### config.mk
export PLATFORM = sky130hd
export DESIGN_NAME = irs_block_write_sequencer
export DESIGN_NICKNAME = d
export VERILOG_FILES = /design/src/rtl/irs_block_write_sequencer.sv
export SDC_FILE = /design/constraint.sdc
export NUM_CORES = 1
export LEC_CHECK = 0
export BUFFER_PORTS_ARGS = -buffer_cell sky130_fd_sc_hd__buf_2
export CAP_MARGIN = 30
export CORE_MARGIN = 1
export CORE_UTILIZATION = 30
export CTS_BUF_LIST = sky130_fd_sc_hd__clkbuf_16
export CTS_CLUSTER_DIAMETER = 60
export DETAILED_ROUTE_END_ITERATION = 6
export GPL_TIMING_DRIVEN = 1
export SLEW_MARGIN = 20
export SYNTH_ARGS = -nofsm -noshare
export SYNTH_HDL_FRONTEND = slang
export SYNTH_SLANG_ARGS = --single-unit
export TNS_END_PERCENT = 100
### constraint.sdc
create_clock -name clk_i -period 3.6 [get_ports clk_i]
set_input_delay 1.08 -clock clk_i [delete_from_list [all_inputs] [get_ports clk_i]]
set_output_delay 1.08 -clock clk_i [all_outputs]
set_load 0.1 [all_outputs]
### src/rtl/irs_block_write_sequencer.sv
// IRS block write sequencer: accepts one offered block per write phase and
// drives the IRS write address and strobe for the whole phase.
module irs_block_write_sequencer #(
  parameter int unsigned BLOCK_CYCLES = 8,
  parameter int unsigned WR_SETUP     = 1
) (
  input  logic        clk_i,
  input  logic        rst_n_i,
  input  logic        blk_rst_i,
  input  logic        blk_en_i,
  input  logic [8:0]  blk_i,
  output logic        blk_phase_o,
  output logic        blk_ack_o,
  output logic [8:0]  irs_wr_o,
  output logic        irs_wrstrb_o,
  output logic        busy_o,
  output logic        phase_err_o,
  output logic [15:0] blocks_written_o
);

  localparam int unsigned CNT_W  = $clog2(BLOCK_CYCLES);
  localparam int unsigned ADDR_W = 9;
  localparam int unsigned BWC_W  = 16;

  localparam logic [CNT_W-1:0] CNT_LAST   = CNT_W'(BLOCK_CYCLES - 1);
  localparam logic [CNT_W-1:0] STRB_FIRST = CNT_W'(WR_SETUP);
  localparam logic [CNT_W-1:0] STRB_LAST  = CNT_W'(BLOCK_CYCLES - 2);

  typedef enum logic [1:0] {
    IDLE = 2'd0,
    SYNC = 2'd1,
    RUN  = 2'd2
  } state_t;

  state_t              state_q, state_d;
  logic [CNT_W-1:0]    cnt_q, cnt_d, cnt_inc;
  logic                phase_d, ack_d, strb_d, busy_d, err_d;
  logic [ADDR_W-1:0]   wr_d;
  logic [BWC_W-1:0]    bwc_d;

  assign cnt_inc = cnt_q + CNT_W'(1);

  // Next-state and next-output logic; blk_rst_i overrides everything else.
  always_comb begin
    state_d = state_q;
    cnt_d   = cnt_q;
    phase_d = blk_phase_o;
    ack_d   = 1'b0;
    strb_d  = 1'b0;
    busy_d  = busy_o;
    err_d   = phase_err_o;
    wr_d    = irs_wr_o;
    bwc_d   = blocks_written_o;

    if (blk_rst_i) begin
      state_d = IDLE;
      cnt_d   = '0;
      phase_d = 1'b0;
      busy_d  = 1'b0;
      err_d   = 1'b0;
    end else begin
      unique case (state_q)
        IDLE: begin
          state_d = SYNC;
          cnt_d   = '0;
          phase_d = 1'b0;
          busy_d  = 1'b0;
        end
        SYNC, RUN: begin
          if (cnt_q == CNT_LAST) begin
            cnt_d   = '0;
            phase_d = ~blk_phase_o;
            busy_d  = 1'b0;
            if (state_q == SYNC) begin
              state_d = RUN;
            end else if (blk_en_i) begin
              // The accepted block's LSB must match the phase it is written in.
              if (blk_i[0] != blk_phase_o) begin
                wr_d   = blk_i;
                ack_d  = 1'b1;
                busy_d = 1'b1;
                bwc_d  = blocks_written_o + BWC_W'(1);
              end else begin
                err_d = 1'b1;
              end
            end
          end else begin
            cnt_d  = cnt_inc;
            strb_d = busy_o && (cnt_inc >= STRB_FIRST) && (cnt_inc <= STRB_LAST);
          end
        end
        default: begin
          state_d = IDLE;
          cnt_d   = '0;
          phase_d = 1'b0;
          busy_d  = 1'b0;
        end
      endcase
    end
  end

  // State and registered outputs.
  always_ff @(posedge clk_i or negedge rst_n_i) begin
    if (!rst_n_i) begin
      state_q          <= IDLE;
      cnt_q            <= '0;
      blk_phase_o      <= 1'b0;
      blk_ack_o        <= 1'b0;
      irs_wr_o         <= '0;
      irs_wrstrb_o     <= 1'b0;
      busy_o           <= 1'b0;
      phase_err_o      <= 1'b0;
      blocks_written_o <= '0;
    end else begin
      state_q          <= state_d;
      cnt_q            <= cnt_d;
      blk_phase_o      <= phase_d;
      blk_ack_o        <= ack_d;
      irs_wr_o         <= wr_d;
      irs_wrstrb_o     <= strb_d;
      busy_o           <= busy_d;
      phase_err_o      <= err_d;
      blocks_written_o <= bwc_d;
    end
  end

endmodule
==> results of run 1 <==
## worst max-delay path, stage by stage
cell,delay [ns]
buf_2,0.11
nand2b_1,0.37
nor3_4,0.26
buf_4,0.26
mux2_2,0.36
## synth_stat cells, drive strengths merged
cell / number
and3: 2
a21oi: 3
inv: 9
nor3: 4
ha: 7
nand2b: 1
nand2: 13
nand3b: 1
nand3: 7
mux2: 9
nand4: 6
o31ai: 1
o21ai: 2
nor4: 4
buf: 3
nor3b: 1
xnor2: 16
dfrtp: 35
nor2: 7
xor2: 1
a31oi: 1
## flip-flops by register name, indices dropped and copies added, names as in the netlist
signal / count
blocks_written_o: 16
state_q: 2
irs_wr_o: 9
phase_err_o: 1
busy_o: 1
cnt_q: 3
blk_ack_o: 1
irs_wrstrb_o: 1
blk_phase_o: 1
## cells by family (layout without fill, tap and decap cells)
logic type / Yosys count / in the layout / synth area share, %
simple gates: 46 / 46 / 16.1
compound gates: 7 / 7 / 2.47
flops: 35 / 35 / 55.8
mux: 9 / 9 / 6.45
xor+xnor: 17 / 17 / 9.96
fa+ha+maj: 7 / 7 / 5.58
buf+inv: 12 / 58 / 3.67
## worst paths after layout
kind | end | slack (ns)
setup / recovery | irs_wr_o[7]$_DFFE_PN0P_ | 1.31
min in group asynchronous | blocks_written_o[15]$_DFFE_PN0P_ | 0.89
max in group asynchronous | irs_wr_o[7]$_DFFE_PN0P_ | 2.20
setup reg to reg | irs_wr_o[7]$_DFFE_PN0P_ | 1.45
hold reg to reg | blocks_written_o[15]$_DFFE_PN0P_ | 0.47
hold / removal | blocks_written_o[15]$_DFFE_PN0P_ | 0.47
## cells in the final DEF, fill, tap and decap left out, drive strengths merged
cell type	count
o31ai	1
nand3	7
and3	2
nor4	4
xnor2	16
nand2	13
clkbuf	5
o21ai	2
nand4	6
mux2	9
nor2	7
a21oi	3
nor3b	1
a31oi	1
nand2b	1
xor2	1
buf	43
dfrtp	35
inv	10
nand3b	1
nor3	4
ha	7
## metal layers
layer | vias to the layer above | GRT usage, %
li1 | 541 | -
met1 | 513 | 16.1
met2 | 33 | 17.1
met3 | 6 | 4.34
met4 | 0 | 5.03
met5 | - | 0
## report_power, final
part	internal, mW	switching [mW]	total (mW)
registers	0.397	0.00245	0.399
clock network	0.245	0.137	0.382
logic	0.0120	0.0218	0.0338
## area by class of cell
| type | instances | area (um2) |
|---|---|---|
| fillers | 496 | 2900 |
| clock inverters | 1 | 3.75 |
| well taps | 67 | 83.8 |
| flip-flops and latches | 35 | 876 |
| multi-input cells | 86 | 637 |
| clock buffers | 5 | 125 |
| repair buffers | 43 | 218 |
| inverters | 9 | 33.8 |
## stage by stage
stage	hold WS (ns)	cell area [um2]
2_1_floorplan	0.463	1570
3_3_place_gp	0.455	1850
3_5_place_dp	0.477	1850
4_1_cts	0.485	1980
5_1_grt	0.517	1980
6_report	0.473	1980
==> qor.csv, run 1 <==
stage,metric,value,unit
timing,setup total negative slack,0,ns
power_and_ir_drop,power per cell area,413,nW/um2
global_route,initial antenna violation count,0,
finish,"Core Util, Final",40.5,%
logic_synthesis,Syn Inst Count,133,
logic_synthesis,Mapped Area,1570,um2
detailed_routing,met3 WL,172,um
clock_tree,Max Buffers Root-to-Sink,2,
finish,Layout Cells excl Fill,246,
logic_synthesis,post-synth top area cell,dfrtp_1,
placed_design,post-DP HPWL,2030,um
power_and_ir_drop,total power,816,uW
outcome,run status,finished clean,
setup_path,origin of the worst setup path,blk_rst_i,
placed_design,pre-CTS WS,1.01,ns
logic_synthesis,post-synth top area share,55.8,%
timing,Final period util,63.6,%
logic_synthesis,Post-Syn Area per Cell,11.8,um2
clock_tree,H-tree depth,2,
hold_path,HP Start,blocks_written_o[15]$_DFFE_PN0P_,
clock_tree,CTS resizes,0,
flow_run,Max-cap violations,0,
floorplanning,die area,5530,um2
detailed_routing,metal2 WL,1270,um
logic_synthesis,sequential area share after synthesis,55.8,%
logic_synthesis,largest cells by area after synthesis,"dfrtp_1, xnor2_1, mux2_2",
setup_path,Critical Path End Type,flop,
hold_path,min-delay worst type,reg -> reg,
clock_tree,CTS tree,yes,
timing,fmax,0.436,GHz
global_route,first-pass GRT wire length,4820,um
detailed_routing,Max Used Layer,met4,
floorplanning,DIE HEIGHT,74.3,um
global_route,gr usage total,11.9,%
global_route,number of global-route vias before repair,1010,
setup_path,Reg2Reg Depth,6,
finish,Diodes inserted,0,
detailed_routing,Via Count,1093,
placed_design,Final Wtd Congestion,0.748,
floorplanning,I/O pin count,43,
floorplanning,FP Rows,25,
finish,Syn-to-layout area delta,25.9,%
detailed_routing,DR WL/cell,11.7,um
detailed_routing,Vias/cell,4.44,
hold_path,Hold Path Depth,1,
setup_path,Setup crit start kind,input pin,
logic_synthesis,Synthesized Nets,153,
setup_path,CP arrival,2.44,ns
clock_tree,"Reg clk slew, reported paths",0.05,ns
clock_tree,Post-CTS Hold Fix Bufs,0,
clock_tree,CTS root buffer,clkbuf_16,
logic_synthesis,Netlist cell types,26,
global_route,total grt overflow,0,
clock_tree,buffers inserted by post-CTS timing repair,0,
setup_path,Crit path required time,3.75,ns
detailed_routing,total wire length,2880,um
finish,fin nets,200,
detailed_routing,count of TritonRoute iterations in the first routing pass,4,
timing,Slew headroom,47.4,%
power_and_ir_drop,maximum VDD drop,0.000181,V
placed_design,# port buffers,42,
timing,min Tclk post-route,2.29,ns
timing,Final setup viols,0,
setup_path,WS Path Type,in -> reg,
logic_synthesis,"flops & latches, synth",35,
detailed_routing,M1 WL,1400,um
timing,Worst-Margin Slew,0.789,ns
timing,PnR worst setup slack,1.31,ns
timing,skew final,0.00458,ns
detailed_routing,DRC,0,
clock_tree,CTS sink cnt,35,
floorplanning,die width,74.3,um
timing,Max Slew Vio Count,0,
detailed_routing,Routed Antenna Nets,0,
clock_tree,Worst-Skew Late Latency,0.27,ns
global_route,largest net degree at the start of global routing,36,
placed_design,placed insts,240,
logic_synthesis,Synthesis Warnings,0,
setup_path,R2R Path Start,cnt_q[0]$_DFF_PN0_,
floorplanning,effective utilization at floorplan,32.2,%
timing,unrepaired setup endpoints after global routing,false,
floorplanning,core footprint,4880,um2
clock_tree,total CTS buffers,5,
detailed_routing,number of DRC markers in iteration 0,54,
finish,layout cells sized above 1,33.5,%
setup_path,CP max FO,18,
timing,Final Hold Fails,0,
power_and_ir_drop,Leak Pwr,1.02,nW
(Power assumes the default switching activity.)
==> inputs of run 2 (changes only) <==
clock period = 2.3 ns   (was 3.6 ns; I/O delays follow)
==> qor.csv, run 2 (synthesis gave the netlist of run 1 again) <==
stage,metric,value,unit,change
outcome,run status,finished clean,,
global_route,gr usage total,12.8,%,+0.89 points
clock_tree,CTS resizes,0,,unchanged
finish,Reg with most FFs,blocks_written_o,,
detailed_routing,number of DRC markers in iteration 0,121,,+120%
finish,"most common cell after layout, fill and taps aside",buf_2,,
detailed_routing,Routed Antenna Nets,0,,unchanged
detailed_routing,DR WL/cell,12.0,um,+2.8%
global_route,total grt overflow,0,,unchanged
global_route,first-pass GRT wire length,5060,um,+5.0%
clock_tree,"Reg clk slew, reported paths",0.05,ns,about the same
finish,fin area,2040,um2,+3.0%
setup_path,Crit path required time,2.46,ns,-1.29 ns
detailed_routing,met3 WL,183,um,+6.4%
finish,fillers,485,,-2.2%
timing,min Tclk post-route,1.95,ns,
finish,layout cells sized above 1,35.9,%,+2.4 points
finish,Syn-to-layout area delta,29.6,%,
setup_path,CP max FO,16,,-2
timing,worst hold slack,0.362,ns,-0.111 ns
detailed_routing,total wire length,3020,um,+4.9%
floorplanning,core footprint,4880,um2,unchanged
floorplanning,I/O pin count,43,,unchanged
setup_path,"Slowest-stage cell, CP",dfrtp_1,,
timing,fmax,0.514,GHz,
finish,"commonest cells after routing, fill and taps aside","buf_2, dfrtp_1, xnor2_1",,
clock_tree,Max Buffers Root-to-Sink,2,,unchanged
timing,Max Slew Vio Count,0,,unchanged
timing,Final setup viols,0,,unchanged
power_and_ir_drop,Sw Share,21.4,%,+1.6 points
setup_path,CP arrival,2.11,ns,-0.33 ns
power_and_ir_drop,Sw Pwr,283,uW,+75%
global_route,largest net degree at the start of global routing,36,,unchanged
floorplanning,FP Rows,25,,unchanged
timing,Final Hold Fails,0,,unchanged
timing,unrepaired setup endpoints after global routing,false,,
setup_path,WS Path Type,reg -> reg,,
floorplanning,die area,5530,um2,unchanged
finish,Diodes inserted,0,,unchanged
placed_design,Area after DPL,1900,um2,+2.6%
power_and_ir_drop,maximum VDD drop,0.000293,V,+62%
timing,setup total negative slack,0,ns,unchanged
detailed_routing,Max Used Layer,met4,,
timing,Worst-Margin Slew,0.495,ns,-0.294 ns
clock_tree,CTS root buffer,clkbuf_16,,
detailed_routing,M1 WL,1490,um,+6.4%
clock_tree,CTS sink cnt,35,,unchanged
timing,Slew headroom,67.2,%,+20 points
power_and_ir_drop,internal power,1.04,mW,+59%
clock_tree,H-tree depth,2,,unchanged
global_route,number of global-route vias before repair,1056,,+4.6%
floorplanning,effective utilization at floorplan,32.2,%,unchanged
finish,fin nets,203,,+1.5%
detailed_routing,metal2 WL,1270,um,about the same
setup_path,Critical Path End Type,flop,,
clock_tree,CTS tree,yes,,
power_and_ir_drop,power per cell area,650,nW/um2,+57%
power_and_ir_drop,Flop pwr share,47.2,%,-1.8 points
power_and_ir_drop,Gate power share,4.4,%,+0.3 points
setup_path,"Largest stage delay, worst path",0.39,ns,+0.02 ns
setup_path,Setup crit start kind,flop,,
timing,Final period util,84.6,%,
detailed_routing,Vias/cell,4.41,,-0.83%
placed_design,# port buffers,42,,unchanged
hold_path,min-delay worst type,in -> async,,
finish,top flop regs,"blocks_written_o x16, irs_wr_o x9, cnt_q x3",,
detailed_routing,DRC,0,,unchanged
setup_path,cell repeated most along the worst path,ha_1,,
power_and_ir_drop,Leak Pwr,1.05,nW,+2.8%
clock_tree,buffers inserted by post-CTS timing repair,0,,unchanged
floorplanning,DIE HEIGHT,74.3,um,unchanged
placed_design,Final Wtd Congestion,0.759,,+1.4%
clock_tree,Post-CTS Hold Fix Bufs,0,,unchanged
clock_tree,total CTS buffers,5,,unchanged
detailed_routing,Via Count,1106,,+1.2%
timing,skew final,0.00498,ns,+0.000397 ns
floorplanning,die width,74.3,um,unchanged
placed_design,post-DP HPWL,2180,um,+7.1%
detailed_routing,count of TritonRoute iterations in the first routing pass,4,,unchanged
setup_path,worst-path cell chain,"ha_1, ha_1, nand3b_1, nor3_4, buf_12, mux2_2",,
flow_run,Max-cap violations,0,,unchanged
global_route,initial antenna violation count,0,,unchanged
finish,max FFs per register,16,,unchanged
power_and_ir_drop,clock share of power,48.3,%,+1.4 points
clock_tree,Worst-Skew Late Latency,0.28,ns,about the same
==> run 2: area by class of cell <==
class	count	area [um2]	area share, %
clock inverter	3	15.0	0.738
sequential	35	876	43.0
multi-input combinational	86	637	31.3
timing repair buffer	46	265	13.0
inverter	9	33.8	1.66
clock buffer	5	125	6.15
tap	67	83.8	4.12
==> run 2: power by group through the flow <==
stage / combinational, mW / sequential [mW] / clock (mW)
final: 0.0586 / 0.624 / 0.639
after global placement: 0.0606 / 0.635 / 0
after floorplan: 0.0266 / 0.634 / 0
after detailed placement: 0.0601 / 0.635 / 0
after global routing: 0.0686 / 0.625 / 0.687
after CTS: 0.0605 / 0.624 / 0.663
==> run 2: metal layers <==
layer / GRT usage [%] / vias to the layer above
li1: - / 553
met1: 17.0 / 511
met2: 17.7 / 33
met3: 4.34 / 9
met4: 8.18 / 0
met5: 0 / -
==> run 2: final timing paths <==
kind	slack, ns	to	startpoint	cells past startpoint
worst max register to register	0.35	irs_wr_o[4]$_DFFE_PN0P_	cnt_q[0]$_DFF_PN0_	6
worst max-delay path	0.35	irs_wr_o[4]$_DFFE_PN0P_	cnt_q[0]$_DFF_PN0_	6
worst min-delay path	0.36	blocks_written_o[7]$_DFFE_PN0P_	rst_n_i	2
max in group asynchronous	1.76	blocks_written_o[10]$_DFFE_PN0P_	rst_n_i	2
min in group clk_i	0.46	blocks_written_o[15]$_DFFE_PN0P_	blocks_written_o[15]$_DFFE_PN0P_	1
worst min register to register	0.46	blocks_written_o[15]$_DFFE_PN0P_	blocks_written_o[15]$_DFFE_PN0P_	1
==> run 2: stage by stage <==
stage | utilization, % | std cells | power [mW] | worst slack, ns
final | 41.7 | 251 | 1.32 | 0.355
after global routing | 41.7 | 251 | 1.38 | 0.180
after CTS | 41.7 | 251 | 1.35 | 0.325
after detailed placement | 38.8 | 243 | 0.695 | 0.272
after global placement | 38.8 | 243 | 0.696 | 0.296
after floorplan | - | 133 | 0.661 | 0.0410
==> run 2: critical path, delay by kind of cell (launching register included) <==
kind | cells | cell delay (ns)
flops | 1 | 0.39
fa+ha+maj | 2 | 0.34
buf+inv | 1 | 0.19
simple gates | 2 | 0.57
mux | 1 | 0.33
==> inputs of run 3 (changes only) <==
clock period = 1.9 ns   (was 2.3 ns; I/O delays follow)
==> qor.csv, run 3 (synthesis gave the netlist of run 1 again) <==
stage,metric,value,unit,change
setup_path,WS Path Type,reg -> reg,,
placed_design,Area after DPL,1920,um2,+1.5%
detailed_routing,DR WL/cell,11.3,um,-5.7%
finish,top flop regs,"blocks_written_o x16, irs_wr_o x9, cnt_q x3",,
clock_tree,CTS sink cnt,35,,unchanged
floorplanning,die area,5530,um2,unchanged
clock_tree,H-tree depth,2,,unchanged
setup_path,Setup crit start kind,flop,,
placed_design,post-DP HPWL,2050,um,-5.8%
finish,layout cells sized above 1,42.1,%,+6.2 points
floorplanning,die width,74.3,um,unchanged
setup_path,Crit path required time,2.05,ns,-0.41 ns
clock_tree,Worst-Skew Late Latency,0.27,ns,about the same
timing,Max Slew Vio Count,0,,unchanged
finish,fin area,2100,um2,+3.4%
timing,Final setup viols,0,,unchanged
global_route,first-pass GRT wire length,4690,um,-7.5%
detailed_routing,Vias/cell,4.40,,about the same
power_and_ir_drop,Leak Pwr,1.07,nW,+2.1%
power_and_ir_drop,maximum VDD drop,0.000530,V,+81%
clock_tree,total CTS buffers,5,,unchanged
timing,Slew headroom,67.5,%,+0.33 points
power_and_ir_drop,power per cell area,817,nW/um2,+26%
clock_tree,Max Buffers Root-to-Sink,2,,unchanged
hold_path,min-delay worst type,in -> async,,
global_route,total grt overflow,0,,unchanged
timing,Final Hold Fails,0,,unchanged
floorplanning,core footprint,4880,um2,unchanged
clock_tree,"Reg clk slew, reported paths",0.05,ns,about the same
timing,unrepaired setup endpoints after global routing,true,,
flow_run,Max-cap violations,0,,unchanged
global_route,gr usage total,11.2,%,-1.5 points
finish,"commonest cells after routing, fill and taps aside","buf_2, dfrtp_1, xnor2_1",,
floorplanning,FP Rows,25,,unchanged
clock_tree,CTS tree,yes,,
global_route,number of global-route vias before repair,1039,,-1.6%
finish,fillers,470,,-3.1%
outcome,run status,finished clean,,
timing,skew final,0.00594,ns,+0.000964 ns
global_route,initial antenna violation count,0,,unchanged
detailed_routing,Routed Antenna Nets,0,,unchanged
floorplanning,effective utilization at floorplan,32.2,%,unchanged
detailed_routing,DRC,0,,unchanged
finish,max FFs per register,16,,unchanged
clock_tree,CTS root buffer,clkbuf_16,,
finish,fin nets,209,,+3.0%
finish,"most common cell after layout, fill and taps aside",buf_2,,
setup_path,CP arrival,1.96,ns,-0.15 ns
clock_tree,Post-CTS Hold Fix Bufs,0,,unchanged
detailed_routing,number of DRC markers in iteration 0,27,,-78%
placed_design,placed insts,247,,+1.6%
timing,Final period util,95.0,%,+10 points
setup_path,Critical Path End Type,flop,,
timing,min Tclk post-route,1.81,ns,-0.139 ns
finish,Reg with most FFs,blocks_written_o,,
placed_design,Final Wtd Congestion,0.758,,-0.20%
detailed_routing,total wire length,2910,um,-3.4%
detailed_routing,Via Count,1132,,+2.4%
floorplanning,DIE HEIGHT,74.3,um,unchanged
placed_design,# port buffers,42,,unchanged
timing,Worst-Margin Slew,0.490,ns,-0.00505 ns
global_route,largest net degree at the start of global routing,36,,unchanged
finish,Diodes inserted,0,,unchanged
floorplanning,I/O pin count,43,,unchanged
setup_path,CP max FO,17,,+1
timing,fmax,0.554,GHz,+7.7%
finish,Syn-to-layout area delta,34.0,%,
detailed_routing,count of TritonRoute iterations in the first routing pass,4,,unchanged
finish,Layout Cells excl Fill,257,,+2.4%
## run 3: power by group
part           leakage, nW  internal (mW)  total, mW  switching (mW)
logic                0.515         0.0333     0.0772          0.0439
clock network       0.0864          0.608      0.887           0.279
registers            0.472          0.751      0.755         0.00364
## run 3: layout make-up
| type | instances | area [um2] | area share, % |
|---|---|---|---|
| Inverter | 9 | 33.8 | 1.61 |
| Sequential cell | 35 | 887 | 42.2 |
| Clock buffer | 5 | 125 | 5.95 |
| Tap cell | 67 | 83.8 | 3.98 |
| Clock inverter | 3 | 37.5 | 1.78 |
| Timing Repair Buffer | 52 | 298 | 14.1 |
| Multi-Input combinational cell | 86 | 639 | 30.4 |
## run 3: per-layer routing
layer / track usage, % / vias up / routed length, um
met3: 4.07 / 3 / 186
met4: 2.52 / 0 / 19
met2: 17.1 / 35 / 1230
li1: - / 564 / -
met1: 15.4 / 530 / 1480
met5: 0 / - / 0
## run 3: worst max-delay path, cell delays in order, from the launching register on
cell	delay, ns
dfrtp_1	0.36
ha_1	0.17
ha_2	0.18
nand3b_1	0.20
nor3_4	0.26
buf_12	0.17
mux2_2	0.34
## run 3: worst paths after layout
path / startpoint / to / slack [ns] / cells after the start
min in group clk_i: blocks_written_o[15]$_DFFE_PN0P_ / blocks_written_o[15]$_DFFE_PN0P_ / 0.47 / 1
setup / recovery: cnt_q[0]$_DFF_PN0_ / blocks_written_o[1]$_DFFE_PN0P_ / 0.09 / 6
max in group asynchronous: rst_n_i / blk_phase_o$_DFFE_PN0P_ / 1.23 / 2
setup reg to reg: cnt_q[0]$_DFF_PN0_ / blocks_written_o[1]$_DFFE_PN0P_ / 0.09 / 6
hold reg to reg: blocks_written_o[15]$_DFFE_PN0P_ / blocks_written_o[15]$_DFFE_PN0P_ / 0.47 / 1
hold / removal: rst_n_i / blocks_written_o[11]$_DFFE_PN0P_ / 0.33 / 2
## run 3: per-stage QoR
step	total power [mW]	worst slack, ns	setup TNS, ns	hold slack (ns)	util (%)
2_1_floorplan	0.800	-0.0879	-0.273	0.274	-
3_3_place_gp	0.845	0.0915	0	0.455	39.4
3_5_place_dp	0.844	0.0546	0	0.476	39.4
4_1_cts	1.75	0.0794	0	0.345	42.8
5_1_grt	1.78	-0.0196	-0.0830	0.379	43.1
6_report	1.72	0.0942	0	0.327	43.1
## run 3: what timing repair did
| action | CTS | global route |
|---|---|---|
| buffers inserted | 0 | 2 |
| endpoints found under the setup margin | 0 | 9 |
| gates resized for setup | 0 | 1 |
